--- src/rtl/pipe_ctrl_pkg.sv ---
// Shared types and constants for the pipeline control unit: forwarding-mux
// encodings, memory wait-state FSM states and the hard-wired zero register.
package pipe_ctrl_pkg;

  typedef enum logic [1:0] {
    FWD_RF     = 2'd0,
    FWD_EX_MEM = 2'd1,
    FWD_MEM_WB = 2'd2
  } fwd_sel_e;

  typedef enum logic {
    IDLE = 1'b0,
    WAIT = 1'b1
  } mem_fsm_e;

  localparam int unsigned ZERO_REG = 0;

endpackage

--- src/rtl/sat_counter.sv ---
// Saturating up-counter with synchronous clear that takes priority over increment.
module sat_counter #(
  parameter int W = 32
) (
  input  logic         clk,
  input  logic         rst,
  input  logic         clr,
  input  logic         inc,
  output logic [W-1:0] q
);

  // Count state: clear first, then hold at all-ones once saturated
  always_ff @(posedge clk or posedge rst) begin
    if (rst) begin
      q <= '0;
    end else if (clr) begin
      q <= '0;
    end else if (inc && (q != '1)) begin
      q <= q + W'(1);
    end else begin
      q <= q;
    end
  end

endmodule

--- src/rtl/pipe_ctrl.sv ---
// Pipeline control for the 5-stage core: hazard stalls, operand forwarding,
// branch flush, data-memory wait states and saturating performance counters.
module pipe_ctrl #(
  parameter int REG_IDX_W = 5,
  parameter int MEM_LAT   = 1,
  parameter int FWD_EN    = 1,
  parameter int CNT_W     = 32
) (
  input  logic                 clk,
  input  logic                 rst,
  input  logic [REG_IDX_W-1:0] if_id_rs1_idx,
  input  logic [REG_IDX_W-1:0] if_id_rs2_idx,
  input  logic                 if_id_rs1_used,
  input  logic                 if_id_rs2_used,
  input  logic                 if_id_valid,
  input  logic [REG_IDX_W-1:0] id_ex_rs1_idx,
  input  logic [REG_IDX_W-1:0] id_ex_rs2_idx,
  input  logic [REG_IDX_W-1:0] id_ex_dest_idx,
  input  logic                 id_ex_reg_wr,
  input  logic                 id_ex_rd_mem,
  input  logic                 id_ex_valid,
  input  logic                 ex_take_branch,
  input  logic [REG_IDX_W-1:0] ex_mem_dest_idx,
  input  logic                 ex_mem_reg_wr,
  input  logic                 ex_mem_rd_mem,
  input  logic                 ex_mem_wr_mem,
  input  logic                 ex_mem_valid,
  input  logic [REG_IDX_W-1:0] mem_wb_dest_idx,
  input  logic                 mem_wb_reg_wr,
  input  logic                 mem_wb_valid,
  input  logic                 cnt_clr,
  output logic                 pc_en,
  output logic                 if_id_en,
  output logic                 id_ex_en,
  output logic                 ex_mem_en,
  output logic                 if_id_flush,
  output logic                 id_ex_flush,
  output logic                 mem_wb_bubble,
  output logic [1:0]           fwd_a_sel,
  output logic [1:0]           fwd_b_sel,
  output logic                 mem_stall,
  output logic [CNT_W-1:0]     cnt_cycles,
  output logic [CNT_W-1:0]     cnt_retired,
  output logic [CNT_W-1:0]     cnt_stall,
  output logic [CNT_W-1:0]     cnt_flush
);

  import pipe_ctrl_pkg::*;

  localparam int REM_W = $clog2(MEM_LAT) + 1;
  localparam logic [REM_W-1:0] REM_INIT = (MEM_LAT > 1) ? REM_W'(MEM_LAT - 2) : '0;
  localparam logic [REG_IDX_W-1:0] ZERO_IDX = REG_IDX_W'(ZERO_REG);

  mem_fsm_e         state_r;
  logic [REM_W-1:0] rem_r;
  logic             mem_access_s;
  logic             mem_stall_s;
  logic             load_use_s;
  logic             raw_s;
  logic             branch_s;
  logic             hz_stall_s;

  function automatic logic idx_hit(input logic [REG_IDX_W-1:0] a,
                                   input logic [REG_IDX_W-1:0] b);
    return (a == b) && (a != ZERO_IDX);
  endfunction

  // True when a used source of the ID instruction reads register dest.
  function automatic logic src_hit(input logic                 vld,
                                   input logic [REG_IDX_W-1:0] rs1,
                                   input logic                 rs1_used,
                                   input logic [REG_IDX_W-1:0] rs2,
                                   input logic                 rs2_used,
                                   input logic [REG_IDX_W-1:0] dest);
    return vld && ((rs1_used && idx_hit(rs1, dest)) || (rs2_used && idx_hit(rs2, dest)));
  endfunction

  // Newest producer wins: EX/MEM ALU result beats MEM/WB write data.
  function automatic fwd_sel_e fwd_pick(input logic [REG_IDX_W-1:0] src,
                                        input logic                 em_vld,
                                        input logic                 em_wr,
                                        input logic                 em_ld,
                                        input logic [REG_IDX_W-1:0] em_dest,
                                        input logic                 mw_vld,
                                        input logic                 mw_wr,
                                        input logic [REG_IDX_W-1:0] mw_dest);
    if (FWD_EN == 0) begin
      return FWD_RF;
    end else if (em_vld && em_wr && !em_ld && idx_hit(src, em_dest)) begin
      return FWD_EX_MEM;
    end else if (mw_vld && mw_wr && idx_hit(src, mw_dest)) begin
      return FWD_MEM_WB;
    end else begin
      return FWD_RF;
    end
  endfunction

  assign mem_access_s = ex_mem_valid && (ex_mem_rd_mem || ex_mem_wr_mem);

  // Memory wait-state sequencer; rem counts the stall cycles still owed after this one
  always_ff @(posedge clk or posedge rst) begin
    if (rst) begin
      state_r <= IDLE;
      rem_r   <= '0;
    end else begin
      case (state_r)
        IDLE: begin
          if (mem_access_s && (MEM_LAT > 1)) begin
            state_r <= WAIT;
            rem_r   <= REM_INIT;
          end else begin
            state_r <= IDLE;
            rem_r   <= rem_r;
          end
        end
        WAIT: begin
          if (rem_r != '0) begin
            state_r <= WAIT;
            rem_r   <= rem_r - REM_W'(1);
          end else begin
            state_r <= IDLE;
            rem_r   <= rem_r;
          end
        end
        default: begin
          state_r <= IDLE;
          rem_r   <= '0;
        end
      endcase
    end
  end

  // Wait-state indication, combinational from FSM state and the current access
  always_comb begin
    mem_stall_s = 1'b0;
    if (MEM_LAT <= 1) begin
      mem_stall_s = 1'b0;
    end else if (state_r == IDLE) begin
      mem_stall_s = mem_access_s;
    end else begin
      mem_stall_s = (rem_r != '0);
    end
  end

  // Hazard classification and priority: mem wait state, then branch, then RAW stall
  always_comb begin
    load_use_s = id_ex_valid && id_ex_rd_mem && id_ex_reg_wr &&
                 src_hit(if_id_valid, if_id_rs1_idx, if_id_rs1_used,
                         if_id_rs2_idx, if_id_rs2_used, id_ex_dest_idx);
    raw_s = 1'b0;
    if (FWD_EN == 0) begin
      raw_s = (id_ex_valid && id_ex_reg_wr &&
               src_hit(if_id_valid, if_id_rs1_idx, if_id_rs1_used,
                       if_id_rs2_idx, if_id_rs2_used, id_ex_dest_idx)) ||
              (ex_mem_valid && ex_mem_reg_wr &&
               src_hit(if_id_valid, if_id_rs1_idx, if_id_rs1_used,
                       if_id_rs2_idx, if_id_rs2_used, ex_mem_dest_idx));
    end else begin
      raw_s = 1'b0;
    end
    branch_s   = ex_take_branch && id_ex_valid && !mem_stall_s;
    hz_stall_s = (load_use_s || raw_s) && !branch_s && !mem_stall_s;
  end

  // Pipeline register controls
  always_comb begin
    pc_en         = 1'b1;
    if_id_en      = 1'b1;
    id_ex_en      = 1'b1;
    ex_mem_en     = 1'b1;
    if_id_flush   = 1'b0;
    id_ex_flush   = 1'b0;
    mem_wb_bubble = 1'b0;
    if (mem_stall_s) begin
      pc_en         = 1'b0;
      if_id_en      = 1'b0;
      id_ex_en      = 1'b0;
      ex_mem_en     = 1'b0;
      mem_wb_bubble = 1'b1;
    end else if (branch_s) begin
      if_id_flush = 1'b1;
      id_ex_flush = 1'b1;
    end else if (hz_stall_s) begin
      pc_en       = 1'b0;
      if_id_en    = 1'b0;
      id_ex_flush = 1'b1;
    end else begin
      pc_en = 1'b1;
    end
  end

  assign mem_stall = mem_stall_s;
  assign fwd_a_sel = fwd_pick(id_ex_rs1_idx, ex_mem_valid, ex_mem_reg_wr, ex_mem_rd_mem,
                              ex_mem_dest_idx, mem_wb_valid, mem_wb_reg_wr, mem_wb_dest_idx);
  assign fwd_b_sel = fwd_pick(id_ex_rs2_idx, ex_mem_valid, ex_mem_reg_wr, ex_mem_rd_mem,
                              ex_mem_dest_idx, mem_wb_valid, mem_wb_reg_wr, mem_wb_dest_idx);

  sat_counter #(.W(CNT_W)) u_cnt_cycles (
    .clk(clk), .rst(rst), .clr(cnt_clr), .inc(1'b1), .q(cnt_cycles)
  );
  sat_counter #(.W(CNT_W)) u_cnt_retired (
    .clk(clk), .rst(rst), .clr(cnt_clr), .inc(mem_wb_valid), .q(cnt_retired)
  );
  sat_counter #(.W(CNT_W)) u_cnt_stall (
    .clk(clk), .rst(rst), .clr(cnt_clr), .inc(mem_stall_s || hz_stall_s), .q(cnt_stall)
  );
  sat_counter #(.W(CNT_W)) u_cnt_flush (
    .clk(clk), .rst(rst), .clr(cnt_clr), .inc(branch_s), .q(cnt_flush)
  );

endmodule

--- config.mk ---
export PLATFORM = sky130hd
export DESIGN_NAME = pipe_ctrl
export DESIGN_NICKNAME = d
export VERILOG_FILES = /design/src/rtl/pipe_ctrl_pkg.sv /design/src/rtl/sat_counter.sv /design/src/rtl/pipe_ctrl.sv
export SDC_FILE = /design/constraint.sdc
export NUM_CORES = 1
export LEC_CHECK = 0
export CORE_MARGIN = 4
export CORE_UTILIZATION = 30
export CTS_CLUSTER_SIZE = 28
export DETAILED_ROUTE_END_ITERATION = 10
export SETUP_SLACK_MARGIN = 0.1
export SYNTH_ARGS = -nofsm -noshare
export SYNTH_HDL_FRONTEND = slang
export SYNTH_SLANG_ARGS = --single-unit
--- constraint.sdc ---
create_clock -name clk -period 4.55 [get_ports clk]
set_input_delay 0.6825 -clock clk [delete_from_list [all_inputs] [get_ports clk]]
set_output_delay 0.6825 -clock clk [all_outputs]
set_load 0.01 [all_outputs]
==> impl_metrics.csv, run 1 <==
group,metric,value,unit
run_status,status,"finished, final reports clean",
floorplan,core_area,0.0235,mm^2
sta,rsz0062_at_grt,"no",
pwr,p_leak,0.00381,uW
sta,worst_slew_pin_slew,1.02,ns
logic_synthesis,synthFlopType,"dfrtp_1",
drt,wirelength,19700,um
logic_synthesis,synth_edf_count,0,
worst_setup_path,r2r-start,"u_cnt_stall.q[0]",
sta,finalClockSkew,0.0103,ns
clock_tree,clock_latency,0.42,ns
sta,fin_crit,3.76,ns
grt,grtUsageTotal,15.1,%
floorplan,rows,56,
sta,fmax,0.266,GHz
min_path,hp-start,"u_cnt_flush.q[19]",
worst_setup_path,startpoint_type,"primary input",
worst_setup_path,worstPathRequired,3.87,ns
sta,setup_violations,0,
drt,drc_errors,0,
drt,firstDrtPassIters,4,
cells_and_area,finalNonFillerCells,1297,
sta,whs,0.562,ns
floorplan,die_w,163,um
cells_and_area,drive_gt1_share,5.73,%
worst_setup_path,reg2regPathDepth,7,
logic_synthesis,synth_top_area_share,44.6,%
clock_tree,cts_setup_buffers,0,
flow_run,maxCapViolations,0,
floorplan,start_util,30.5,%
drt,via_count,6516,
cells_and_area,final_common_cell,"clkdlybuf4s50_1",
drt,wl_per_cell,15.2,um
grt,antenna_found_initial,0,
logic_synthesis,async_flop_share,100,%
logic_synthesis,synth.distinct_cells,57,
sta,drv_slew,0,
sta,fin_crit_sh,82.6,%
cells_and_area,finalNetCount,1020,
logic_synthesis,syn_inst,787,
worst_setup_path,cp_common_cell,"clkdlybuf4s50_1",
pwr,vdd_drop_max,0.000158,V
clock_tree,clk_pin_slew,0.06,ns
pwr,p_total,2630,uW
drt,viasPerCell,5.02,
cells_and_area,final_cell_mix,"clkdlybuf4s50_1, dfrtp_1, nor2_1",
worst_setup_path,path_class,"in -> out",
clock_tree,cts_sinks,128,
placement,place_congestion,0.768,
pwr,p_per_area,266,mW/mm^2
logic_synthesis,synth_area,0.00719,mm^2
grt,grt_max_degree,85,
logic_synthesis,synth_seq_cells,128,
cells_and_area,antenna_cells,0,
placement,place_hpwl,14300,um
sta,hold_viol_final,0,
clock_tree,clockBufferDepth,2,
clock_tree,cts-root-buf,"clkbuf_16",
logic_synthesis,ys_warn_count,0,
logic_synthesis,synth_seq_area_share,44.6,%
cells_and_area,areaGrowthSynthToFinish,37.8,%
worst_setup_path,r2r_slack,2.00,ns
floorplan,die-area,0.0265,mm^2
worst_setup_path,cp_max_fo,5,
floorplan,num_io_pins,191,
clock_tree,cts_resized,0,
placement,port_buffers,185,
min_path,hp-class,"reg -> reg",
worst_setup_path,cp_slowest_cell,"a211oi_1",
clock_tree,htree_num_levels,4,
grt,grt_pass1_vias,6445,
placement,dp.cells,1265,
min_path,holdPathStages,2,
worst_setup_path,endpoint_kind,"output pin",
worst_setup_path,cp_cell_sequence,"clkdlybuf4s50_1 -> xnor2_1 -> nand2_1 -> a211oi_1 -> o21bai_1 -> or2_2 -> clkdlybuf4s50_1",
clock_tree,tritoncts,"done",
cells_and_area,utilization,42.1,%
clock_tree,holdBufCountCts,0,
sta,finalSetupTns,0,ns
worst_setup_path,cpPeakStageDelay,0.58,ns
sta,relSlewSlack,31.6,%
floorplan,fp.dieH,163,um
logic_synthesis,syn_area_per_cell,9.13,um^2
logic_synthesis,synth_top_area_cell,"dfrtp_1",
worst_setup_path,arrival,3.08,ns
grt,overflow,0,
clock_tree,cts-buffers-inserted,17,
worst_setup_path,reg2reg_to,"u_cnt_stall.q[31]",
min_path,whs_endpoint,"u_cnt_flush.q[19]",
drt,postRouteAntennaNets,0,
drt,drt_iter0_markers,344,
grt,grt_pass1_wl,32800,um
logic_synthesis,synth_area_leaders,"dfrtp_1, xor2_1, xnor2_1, nor2_1, nand4_1",
## per-stage QoR
stage | worst slack [ns] | area [um^2]
finish | 0.792 | 9910
detailed placement | 0.744 | 9340
global placement | 0.768 | 9340
floorplan | 0.455 | 7200
global route | 0.637 | 9910
CTS | 0.743 | 9910
## flip-flops by register name (all words and copies together), names as in the netlist
signal and cells:
u_cnt_retired.q 32, u_cnt_flush.q 32, u_cnt_cycles.q 32, u_cnt_stall.q 32
## worst max-delay path by stage
stage	from	to	slack, ns
after detailed placement	id_ex_dest_idx[0]	pc_en	0.74
after CTS	id_ex_dest_idx[0]	pc_en	0.74
after global placement	id_ex_dest_idx[4]	if_id_en	0.77
after floorplan	rst	u_cnt_cycles.q[0]	0.45
after global routing	id_ex_dest_idx[0]	if_id_en	0.64
final	id_ex_dest_idx[0]	pc_en	0.79
## cell type report
type	count	area, um^2
clock inverter	13	126
fill	2348	13600
tap	319	399
clock buffer	19	443
timing repair buffer	192	1900
sequential	128	3200
multi-input combinational	611	3780
inverter	15	58.8
## power breakdown
part / switching [uW] / internal (uW) / leakage [uW]
Sequential: 7.58 / 1140 / 0.00178
Combinational: 86.6 / 76.0 / 0.00175
Clock: 543 / 776 / 0.000273
Total: 637 / 2000 / 0.00381
## routing by layer
| metal | global-route usage, % | wire [um] | part of all wire, % |
|---|---|---|---|
| met1 | 19.4 | 8710 | 44 |
| met2 | 24.8 | 9390 | 48 |
| met3 | 4.43 | 1330 | 6.7 |
| met4 | 4.50 | 269 | 1.4 |
| met5 | 0 | 0 | 0 |
## kinds of logic (layout without fill, tap and decap cells)
logic type	count (synthesis)	after routing	synth area share, %
compound gates	91	91	7.94
mux	5	5	0.731
flops	128	128	44.6
fa+ha+maj	4	4	0.696
buf+inv	50	239	3.10
other cells	2	4	0.104
xor+xnor	113	113	13.8
simple gates	394	394	29.1
## worst max-delay path: cells and delay by family
| family | cells | cell delay (ns) |
|---|---|---|
| AND/OR/NAND/NOR | 2 | 0.40 |
| buffers and inverters | 2 | 1.03 |
| AO/OA/AOI/OAI | 2 | 0.82 |
| XOR/XNOR | 1 | 0.13 |
## cell usage after synthesis, drive strengths merged (3+ instances only)
| cell | number |
|---|---|
| nor2 | 115 |
| buf | 11 |
| dfrtp | 128 |
| and2 | 6 |
| nand4 | 45 |
| o21ai | 19 |
| ha | 4 |
| nand3 | 51 |
| and4 | 20 |
| clkbuf | 24 |
| a21oi | 34 |
| a31o | 3 |
| xnor2 | 56 |
| and3 | 23 |
| o31ai | 13 |
| xor2 | 57 |
| inv | 15 |
| nor3 | 15 |
| nor2b | 4 |
| nand2 | 52 |
| mux2i | 3 |
| nor4 | 18 |
| or4 | 18 |
| or3 | 19 |
Power figures use the tool's default switching activity.
==> run 2: changes to the inputs <==
Clock period 4.55 ns to 3.35 ns, I/O delays scaled along.
==> run 2 against run 1 <==
Design area increased by 0.16%. Count of clock-buffer cells in the layout increased by 1. Core utilization increased by 0.069 points. Sequential share of layout area decreased by 0.053 points. Wire length decreased by 0.52%. Sequential power increased by 36%. Largest cell class unchanged. Highest routed layer unchanged.
==> impl_metrics.csv, run 2 (synthesis results as in run 1) <==
group,metric,value,unit
sta,worst_slew_pin_slew,0.840,ns
drt,viasPerCell,4.95,
drt,wirelength,19600,um
sta,whs,0.563,ns
pwr,combPwrFrac,6.4,%
placement,place_area,0.00938,mm^2
min_path,hp-class,"reg -> reg",
placement,place_congestion,0.768,
cells_and_area,utilization,42.2,%
cells_and_area,antenna_cells,0,
sta,drv_slew,0,
grt,overflow,0,
cells_and_area,fillCellCount,2349,
cells_and_area,finalInstanceArea,0.00992,mm^2
sta,fin_crit,3.11,ns
pwr,p_per_area,351,mW/mm^2
pwr,p_sw,857,uW
drt,drc_errors,0,
drt,drt_iter0_markers,337,
pwr,vdd_drop_max,0.000258,V
sta,setup_violations,0,
sta,fmax,0.322,GHz
clock_tree,htree_num_levels,4,
floorplan,num_io_pins,191,
clock_tree,cts-buffers-inserted,17,
worst_setup_path,endpoint_kind,"output pin",
grt,grt_pass1_wl,32900,um
clock_tree,clockBufferDepth,2,
grt,grt_pass1_vias,6483,
clock_tree,cts_setup_buffers,0,
pwr,seqPwrFrac,44.9,%
clock_tree,cts_resized,0,
floorplan,core_area,0.0235,mm^2
worst_setup_path,startpoint_type,"primary input",
cells_and_area,final_cell_mix,"clkdlybuf4s50_1, dfrtp_1, nor2_1",
clock_tree,cts-root-buf,"clkbuf_16",
sta,relSlewSlack,44.0,%
pwr,p_total,3480,uW
cells_and_area,areaGrowthSynthToFinish,38.1,%
floorplan,start_util,30.5,%
clock_tree,holdBufCountCts,0,
pwr,p_leak,0.00382,uW
grt,grt_max_degree,129,
clock_tree,clock_latency,0.41,ns
worst_setup_path,arrival,2.61,ns
cells_and_area,final_common_cell,"clkdlybuf4s50_1",
placement,port_buffers,185,
sta,finalSetupTns,0,ns
grt,grtUsageTotal,15.0,%
cells_and_area,drive_gt1_share,6.22,%
sta,hold_viol_final,0,
grt,antenna_found_initial,0,
floorplan,die-area,0.0265,mm^2
drt,wl_per_cell,15.1,um
floorplan,die_w,163,um
drt,via_count,6435,
sta,fin_crit_sh,92.8,%
run_status,status,"finished, final reports clean",
sta,finalClockSkew,0.0122,ns
cells_and_area,finalNetCount,1023,
drt,postRouteAntennaNets,0,
flow_run,maxCapViolations,0,
clock_tree,tritoncts,"done",
pwr,cell_internal_pwr,2630,uW
worst_setup_path,cp_max_fo,5,
worst_setup_path,worstPathRequired,2.85,ns
worst_setup_path,path_class,"in -> out",
clock_tree,cts_sinks,128,
drt,firstDrtPassIters,4,
pwr,p_sw_share,24.6,%
pwr,clockPowerShare,48.7,%
sta,rsz0062_at_grt,"no",
clock_tree,clk_pin_slew,0.06,ns
floorplan,rows,56,
floorplan,fp.dieH,163,um
placement,place_hpwl,13900,um
==> run 2: critical path, stage by stage <==
cell,delay [ns]
clkdlybuf4s50_1,0.49
o41ai_1,0.44
a211oi_2,0.14
buf_4,0.18
o21bai_2,0.19
or2_2,0.16
clkdlybuf4s50_1,0.53
==> run 2: routing by layer <==
layer	track usage (%)	part of all wire, %
met5	0	0
met4	3.39	0.91
met3	4.68	6.6
met2	25.3	47
met1	19.0	45
==> run 2: path summary, 6_finish.rpt <==
path	end	slack [ns]	from	cells past startpoint
min in group asynchronous	u_cnt_cycles.q[29]	0.67	rst	3
max in group asynchronous	u_cnt_retired.q[29]	2.17	rst	3
setup / recovery	pc_en	0.24	id_ex_dest_idx[0]	7
hold / removal	u_cnt_cycles.q[11]	0.56	u_cnt_cycles.q[11]	2
setup reg to reg	u_cnt_stall.q[31]	0.81	u_cnt_stall.q[0]	7
hold reg to reg	u_cnt_cycles.q[11]	0.56	u_cnt_cycles.q[11]	2
==> run 2: power by group through the flow <==
stage / combinational, uW / clock, uW / sequential (uW)
after floorplan: 105 / 0 / 1590
after global placement: 226 / 0 / 1590
after detailed placement: 227 / 0 / 1590
after CTS: 228 / 1750 / 1560
after global routing: 249 / 1820 / 1560
final: 224 / 1690 / 1560
==> run 2: area by class of cell <==
cell class	count	area, um^2	area share [%]
multi-input cells	611	3790	38.2
flip-flops and latches	128	3200	32.3
repair buffers	195	1940	19.5
clock buffers	20	447	4.50
well taps	319	399	4.02
clock inverters	12	86.3	0.870
inverters	15	60.1	0.605
==> run 2: metrics by stage <==
stage / instances / setup slack [ns]
2_1_floorplan: 789 / 1.03
3_3_place_gp: 1268 / 0.145
4_1_cts: 1300 / 0.140
3_5_place_dp: 1268 / 0.147
6_report: 1300 / 0.241
5_1_grt: 1300 / 0.135
